## src/rtl/sensor_ctrl_if.sv

```systemverilog
// Sensor front-end capture handshake: request pulse out, ready strobe and four data bytes back.
interface sensor_ctrl_if;
    logic       sensor_en;
    logic       sensor_ready;
    logic [7:0] sensor_out_0;
    logic [7:0] sensor_out_1;
    logic [7:0] sensor_out_2;
    logic [7:0] sensor_out_3;

    modport master (
        output sensor_en,
        input  sensor_ready,
        input  sensor_out_0,
        input  sensor_out_1,
        input  sensor_out_2,
        input  sensor_out_3
    );

    modport slave (
        input  sensor_en,
        output sensor_ready,
        output sensor_out_0,
        output sensor_out_1,
        output sensor_out_2,
        output sensor_out_3
    );
endinterface

```

## src/rtl/sensor_ctrl.sv

```systemverilog
// Periodic sensor capture controller: requests a sample every PERIOD cycles,
// packs the four returned bytes into a buffer word, flags full and timeouts,
// and exposes a synchronous read port for the CPU-side wrapper.
module sensor_ctrl #(
    parameter int unsigned DEPTH   = 64,
    parameter int unsigned ADDR_W  = 6,
    parameter int unsigned PERIOD  = 1024,
    parameter int unsigned CNT_W   = 10,
    parameter int unsigned TIMEOUT = 8
) (
    input  logic              clk,
    input  logic              rst,
    input  logic              sctrl_en,
    input  logic              sctrl_clear,
    sensor_ctrl_if.master     sbus,
    input  logic              rd_en,
    input  logic [ADDR_W-1:0] rd_addr,
    output logic [31:0]       rd_data,
    output logic              rd_valid,
    output logic [ADDR_W:0]   sample_cnt,
    output logic              sctrl_interrupt,
    output logic              sctrl_err
);

    localparam int unsigned SCNT_W = ADDR_W + 1;
    localparam int unsigned TMO_W  = $clog2(TIMEOUT + 1);

    typedef enum logic [2:0] {IDLE, REQ, WAIT_RDY, WAIT, FULL} state_t;

    state_t            state;
    state_t            state_nxt;
    logic              wr_en;
    logic              err_set;
    logic [ADDR_W-1:0] wr_ptr;
    logic [CNT_W-1:0]  per_cnt;
    logic [TMO_W-1:0]  tmo_cnt;
    logic              drop_q;   // enable fell during REQ/WAIT_RDY: skip the rest of the period
    logic [31:0]       mem [DEPTH];

    // State register.
    always_ff @(posedge clk) begin
        if (rst) state <= IDLE;
        else     state <= state_nxt;
    end

    // Next-state, buffer write and timeout decisions; clear overrides everything.
    always_comb begin
        state_nxt = state;
        wr_en     = 1'b0;
        err_set   = 1'b0;
        case (state)
            IDLE: begin
                if (sctrl_en) state_nxt = REQ;
            end
            REQ: begin
                state_nxt = WAIT_RDY;
            end
            WAIT_RDY: begin
                if (sbus.sensor_ready) begin
                    wr_en     = 1'b1;
                    state_nxt = (sample_cnt == SCNT_W'(DEPTH - 1)) ? FULL : WAIT;
                end else if (tmo_cnt >= TMO_W'(TIMEOUT)) begin
                    err_set   = 1'b1;
                    state_nxt = WAIT;
                end
            end
            WAIT: begin
                if (drop_q)                                state_nxt = IDLE;
                else if (per_cnt >= CNT_W'(PERIOD - 1))    state_nxt = sctrl_en ? REQ : IDLE;
            end
            FULL: begin
                state_nxt = FULL;
            end
            default: state_nxt = IDLE;
        endcase
        if (sctrl_clear) begin
            state_nxt = IDLE;
            wr_en     = 1'b0;
            err_set   = 1'b0;
        end
    end

    // Registered outputs, counters and read port.
    always_ff @(posedge clk) begin
        if (rst) begin
            sbus.sensor_en  <= 1'b0;
            rd_valid        <= 1'b0;
            rd_data         <= '0;
            sample_cnt      <= '0;
            sctrl_interrupt <= 1'b0;
            sctrl_err       <= 1'b0;
            wr_ptr          <= '0;
            per_cnt         <= '0;
            tmo_cnt         <= '0;
            drop_q          <= 1'b0;
        end else begin
            sbus.sensor_en  <= (state_nxt == REQ);
            sctrl_interrupt <= (state_nxt == FULL);
            rd_valid        <= rd_en;
            rd_data         <= (rd_en && ({1'b0, rd_addr} < sample_cnt)) ? mem[rd_addr] : '0;

            if (state_nxt == REQ) begin
                per_cnt <= '0;
                tmo_cnt <= '0;
                drop_q  <= 1'b0;
            end else begin
                if ((state == REQ || state == WAIT_RDY || state == WAIT) &&
                    (per_cnt < CNT_W'(PERIOD - 1)))
                    per_cnt <= per_cnt + CNT_W'(1);
                if ((state == REQ || state == WAIT_RDY) && (tmo_cnt < TMO_W'(TIMEOUT)))
                    tmo_cnt <= tmo_cnt + TMO_W'(1);
                if ((state == REQ || state == WAIT_RDY) && !sctrl_en)
                    drop_q <= 1'b1;
            end

            if (sctrl_clear) begin
                wr_ptr     <= '0;
                sample_cnt <= '0;
                sctrl_err  <= 1'b0;
            end else begin
                if (wr_en) begin
                    wr_ptr     <= wr_ptr + ADDR_W'(1);
                    sample_cnt <= sample_cnt + SCNT_W'(1);
                end
                if (err_set) sctrl_err <= 1'b1;
            end
        end
    end

    // Sample buffer storage; contents survive reset and clear.
    always_ff @(posedge clk) begin
        if (wr_en && !rst)
            mem[wr_ptr] <= {sbus.sensor_out_3, sbus.sensor_out_2,
                            sbus.sensor_out_1, sbus.sensor_out_0};
    end

endmodule
```

## src/flat_wrapper.sv

```systemverilog
// flat-port wrapper written by rule: the top's interface ports become plain ports
module sensor_ctrl_flat 
#(
    parameter int unsigned DEPTH   = 64,
    parameter int unsigned ADDR_W  = 6,
    parameter int unsigned PERIOD  = 1024,
    parameter int unsigned CNT_W   = 10,
    parameter int unsigned TIMEOUT = 8
)
  (clk, rst, sctrl_en, sctrl_clear, rd_en, rd_addr, rd_data, rd_valid, sample_cnt, sctrl_interrupt, sctrl_err, sbus_sensor_en, sbus_sensor_ready, sbus_sensor_out_0, sbus_sensor_out_1, sbus_sensor_out_2, sbus_sensor_out_3);
  sensor_ctrl_if sbus_i ();
  input  logic clk;
  input  logic rst;
  input  logic sctrl_en;
  input  logic sctrl_clear;
  input  logic rd_en;
  input  logic [ADDR_W-1:0] rd_addr;
  output logic [31:0] rd_data;
  output logic rd_valid;
  output logic [ADDR_W:0] sample_cnt;
  output logic sctrl_interrupt;
  output logic sctrl_err;
  output wire logic [$bits(sbus_i.sensor_en)-1:0] sbus_sensor_en;
  input wire logic [$bits(sbus_i.sensor_ready)-1:0] sbus_sensor_ready;
  input wire logic [$bits(sbus_i.sensor_out_0)-1:0] sbus_sensor_out_0;
  input wire logic [$bits(sbus_i.sensor_out_1)-1:0] sbus_sensor_out_1;
  input wire logic [$bits(sbus_i.sensor_out_2)-1:0] sbus_sensor_out_2;
  input wire logic [$bits(sbus_i.sensor_out_3)-1:0] sbus_sensor_out_3;
  assign sbus_sensor_en = sbus_i.sensor_en;
  assign sbus_i.sensor_ready = sbus_sensor_ready;
  assign sbus_i.sensor_out_0 = sbus_sensor_out_0;
  assign sbus_i.sensor_out_1 = sbus_sensor_out_1;
  assign sbus_i.sensor_out_2 = sbus_sensor_out_2;
  assign sbus_i.sensor_out_3 = sbus_sensor_out_3;
  sensor_ctrl #(.DEPTH(DEPTH), .ADDR_W(ADDR_W), .PERIOD(PERIOD), .CNT_W(CNT_W), .TIMEOUT(TIMEOUT)) u_core (.clk(clk), .rst(rst), .sctrl_en(sctrl_en), .sctrl_clear(sctrl_clear), .sbus(sbus_i), .rd_en(rd_en), .rd_addr(rd_addr), .rd_data(rd_data), .rd_valid(rd_valid), .sample_cnt(sample_cnt), .sctrl_interrupt(sctrl_interrupt), .sctrl_err(sctrl_err));
endmodule
```

## config.mk

```make
export PLATFORM = sky130hd
export DESIGN_NAME = sensor_ctrl_flat
export DESIGN_NICKNAME = d
export VERILOG_FILES = /design/src/rtl/sensor_ctrl_if.sv /design/src/rtl/sensor_ctrl.sv /design/src/flat_wrapper.sv
export SDC_FILE = /design/constraint.sdc
export NUM_CORES = 2
export LEC_CHECK = 0
export ABC_AREA = 1
export CORE_MARGIN = 8
export CORE_UTILIZATION = 25
export DETAILED_ROUTE_END_ITERATION = 10
export PLACE_DENSITY = 0.48
export SKIP_LAST_GASP = 1
export SLEW_MARGIN = 10
export SYNTH_ARGS = -nofsm -noshare
export SYNTH_HDL_FRONTEND = slang
export SYNTH_SLANG_ARGS = --single-unit
```

## constraint.sdc

```tcl
create_clock -name clk -period 4.35 [get_ports clk]
set_clock_uncertainty 0.1 [all_clocks]
set_input_delay 0.87 -clock clk [delete_from_list [all_inputs] [get_ports clk]]
set_output_delay 0.87 -clock clk [all_outputs]
set_load 0.02 [all_outputs]
```

==> summary.md <==
| Metric | Value |
|---|---|
| Post-DP HPWL | between 150 and 200 mm |
| Syn_nets | around 7,000 |
| Total power | around 44 mW |
| Post-synth top area share | 0.729 |
| Register area share after synthesis | 0.745 |
| Commonest non-fill, non-tap cell in the layout | nand2_1 |
| CTS Buf Count | ~220 |
| Critical Path AT | between 3000 and 4000 ps |
| Crit share post-route | 0.716 |
| Clock sink count | 2,115 |
| Minimum clock period | between 3000 and 4000 ps |
| # IOs | 87 |
| Setup_tns | 0 ps |
| Share of cells above drive strength 1 | 0.0949 |
| Worst skew pair latency | around 860 ps |
| Post-synth EDFFs | just over 2,000 |
| Run status | finished clean |
| Slew Viols, Final | 0 |
| Antenna violations before repair | 27 |
| Crit. End Element | flip-flop |
| R2r setup slk | around 1300 ps |
| Num rows | between 200 and 250 |
| CTS tree | done |
| Global-route wire length before repair | around 390 mm |
| Synth top area cells | edfxtp_1, nand3_1, nand2_1 |
| CP Data Required Time | 4810 ps |
| Drt drc | 0 |
| CP startpoint | sbus_sensor_ready |
| Crit Path Category | primary input to flip-flop |
| Register bit count reported by yosys | approximately 2,100 |
| Unique masters post-synth | 34 |
| DR WL/cell | between 20 and 25 um |
| Measured slew at the worst slew-check pin | 1200 ps |
| Core Box Area | approximately 340,000 sq um |
| First-pass DRT Iterations | 6 |
| # nets final | ~7,000 |
| Slowest CP cell | clkdlybuf4s50_1 |
| Dominant cell type by area after synthesis | edfxtp_1 |
| Max-Cap Viols | 0 |
| Synth warn | 0 |
| Worst R2R Path Depth | 9 |
| Final setup violation count | 0 |
| Total gr overflow | 0 |
| Die Width | around 600 um |
| Hold_sp | sbus_sensor_out_0[1] |
| Final Hold Vio Count | 0 |
| Worst r2r src | u_core.state[2]$_SDFF_PP0_ |
| Reg clk slew, reported paths | 60 ps |
| All-Layer GR Usage | 0.145 |
| H-tree Lvls | 4 |
| Buf+Inv Stages, Crit Path | 5 |
| Post-synthesis cell area | 84,400 sq um |
| IO buf count | 86 |
| Initial core utilization | 0.251 |
| Post-CTS setup buffers | 0 |
| Hold depth | 1 |
| Clk buf depth | 3 |
| Routed Antenna Nets | 0 |
| Mapped Cells | between 6,000 and 7,000 |
| Commonest non-fill, non-tap cells in the layout | nand2_1, edfxtp_1, nand3_1 |
| CP top delay family | simple AND/OR/NAND/NOR gates |
| Die Area | 356,000 sq um |
| Peak VDD IR | between 0.0003 and 0.0004 V |
| Relative slew slack | 0.196 |
| Quantity of gates resized following cts | 0 |
| Crit-path cells | clkdlybuf4s50_1 -> inv_1 -> nor2_1 -> inv_2 -> nor3_2 -> nand3_1 -> buf_4 -> nor2_4 -> buf_12 |
| Largest net degree at the start of global routing | about 130 |
| Post-CTS Hold Fix Bufs | 0 |
| DR vias | between 50,000 and 60,000 |
| Critical path startpoint category | primary input |
| Post-synthesis async set-or-reset flop share | 0 |
| Vias in the first global route | ~54,000 |
| P_leak | about 34 nW |
| Pwr per Cell Area | 441 nW/um^2 |
| Die Height | just under 600 um |
| RSZ-0062 raised after global routing | no |
| WHS Endpoint | u_core.mem[62][1]$_DFFE_PP_ |
| CP max FO | 22 |
| Final Non-Filler Cells | 11,800 |
| Vias per cell | 4.67 |
| Area grow syn2layout | 17.9% |
| Fmax | 321 MHz |
| CP peak stage delay | 520 ps |
| # placed instances | ~11,000 |
| Avg Synthesized Cell Area | between 10 and 15 sq um |
| Routed WL | about 270 mm |
| Hold WC Path Type | primary input to flip-flop |
| Ys flop type | edfxtp_1 |
| Placer Congestion | 0.840 |
| CTS Root Cell | clkbuf_16 |
| R2r endpoint | u_core.mem[14][20]$_DFFE_PP_ |
| Initial DRC Count | 5,612 |
-- layer usage --
layer | vias up | global-route usage | wire length (um)
li1 | 25200 | - | -
met1 | 27800 | 0.207 | 120000
met2 | 1916 | 0.228 | 121000
met3 | 350 | 0.0238 | 19000
met4 | 10 | 0.0438 | 7890
met5 | - | 0 | 57
-- sequential cells by signal (all words and copies together) (netlist names) --
signal	count
u_core.per_cnt	10
u_core.sbus.sensor_en	1
u_core.drop_q	1
u_core.wr_ptr	6
u_core.rd_valid	1
u_core.sctrl_interrupt	1
u_core.sample_cnt	7
u_core.rd_data	32
u_core.mem	2048
u_core.sctrl_err	1
u_core.state	3
u_core.tmo_cnt	4
-- report_power, final --
part	internal [mW]	switching [mW]	leakage [nW]	total (mW)
sequential	22.3	0.0134	18.9	22.3
combinational	0.644	2.04	11.4	2.68
clock	10.8	8.05	3.51	18.8
total	33.8	10.1	33.8	43.9
-- Yosys cell counts, types with 3 or more instances --
master and count:
clkbuf_1 93, xor2_1 8, nand2_1 2172, nor2_1 133
buf_2 231, buf_6 7, nand4_1 3, edfxtp_1 2048
buf_1 57, ha_1 10, inv_1 46, dfxtp_1 67
o21ai_0 13, nor3_1 9, buf_4 62, a21oi_1 16
xnor2_1 3, nand3_1 1978, inv_2 4
-- metrics by stage --
step           instance area, sq um   util  hold WS (ps)  worst slack (ps)
2_1_floorplan                 84400      -           355               583
3_3_place_gp                  92200  0.274           355               265
3_5_place_dp                  92200  0.274           350               369
4_1_cts                       99500  0.296           143              1120
5_1_grt                       99500  0.296           180              1070
6_report                      99500  0.296           213              1230
-- worst reg2reg max path, delay by kind of cell, from the launching register on --
kind,cells,cell delay [ps]
DFF,1,330
buffers and inverters,4,800
and+or+nand+nor,5,1540
-- how the worst max path moves through the flow --
| stage | to | slack [ps] | cells after the start |
|---|---|---|---|
| after floorplan | u_core.mem[0][0]$_DFFE_PP_ | 580 | 6 |
| after global placement | u_core.mem[46][22]$_DFFE_PP_ | 260 | 9 |
| after detailed placement | u_core.mem[14][3]$_DFFE_PP_ | 370 | 9 |
| after CTS | rd_data[23] | 1120 | 1 |
| after global routing | u_core.mem[14][20]$_DFFE_PP_ | 1070 | 9 |
| final | u_core.mem[14][20]$_DFFE_PP_ | 1230 | 9 |
-- final cells by class --
cell class / count / area [sq um]
tap: 4515 / 5650
antenna: 7 / 17.5
sequential: 2115 / 62800
clock buffer: 293 / 5980
timing repair buffer: 357 / 3950
inverter: 52 / 233
multi-input combinational: 4358 / 19600
fill: 34300 / 237000
clock inverter: 130 / 1260
-- logic make-up (layout without fill, tap and decap cells) --
family / Yosys count / after routing / share of synthesized area
flip-flops: 2115 / 2115 / 0.745
other: 0 / 7 / 0
AND/OR/NAND/NOR: 4302 / 4302 / 0.221
adder cells (fa/ha/maj): 10 / 10 / 0.00148
buffers and inverters: 502 / 832 / 0.0292
AO/OA/AOI/OAI: 35 / 35 / 0.00231
XOR/XNOR: 11 / 11 / 0.00114
(Power assumes the default switching activity.)
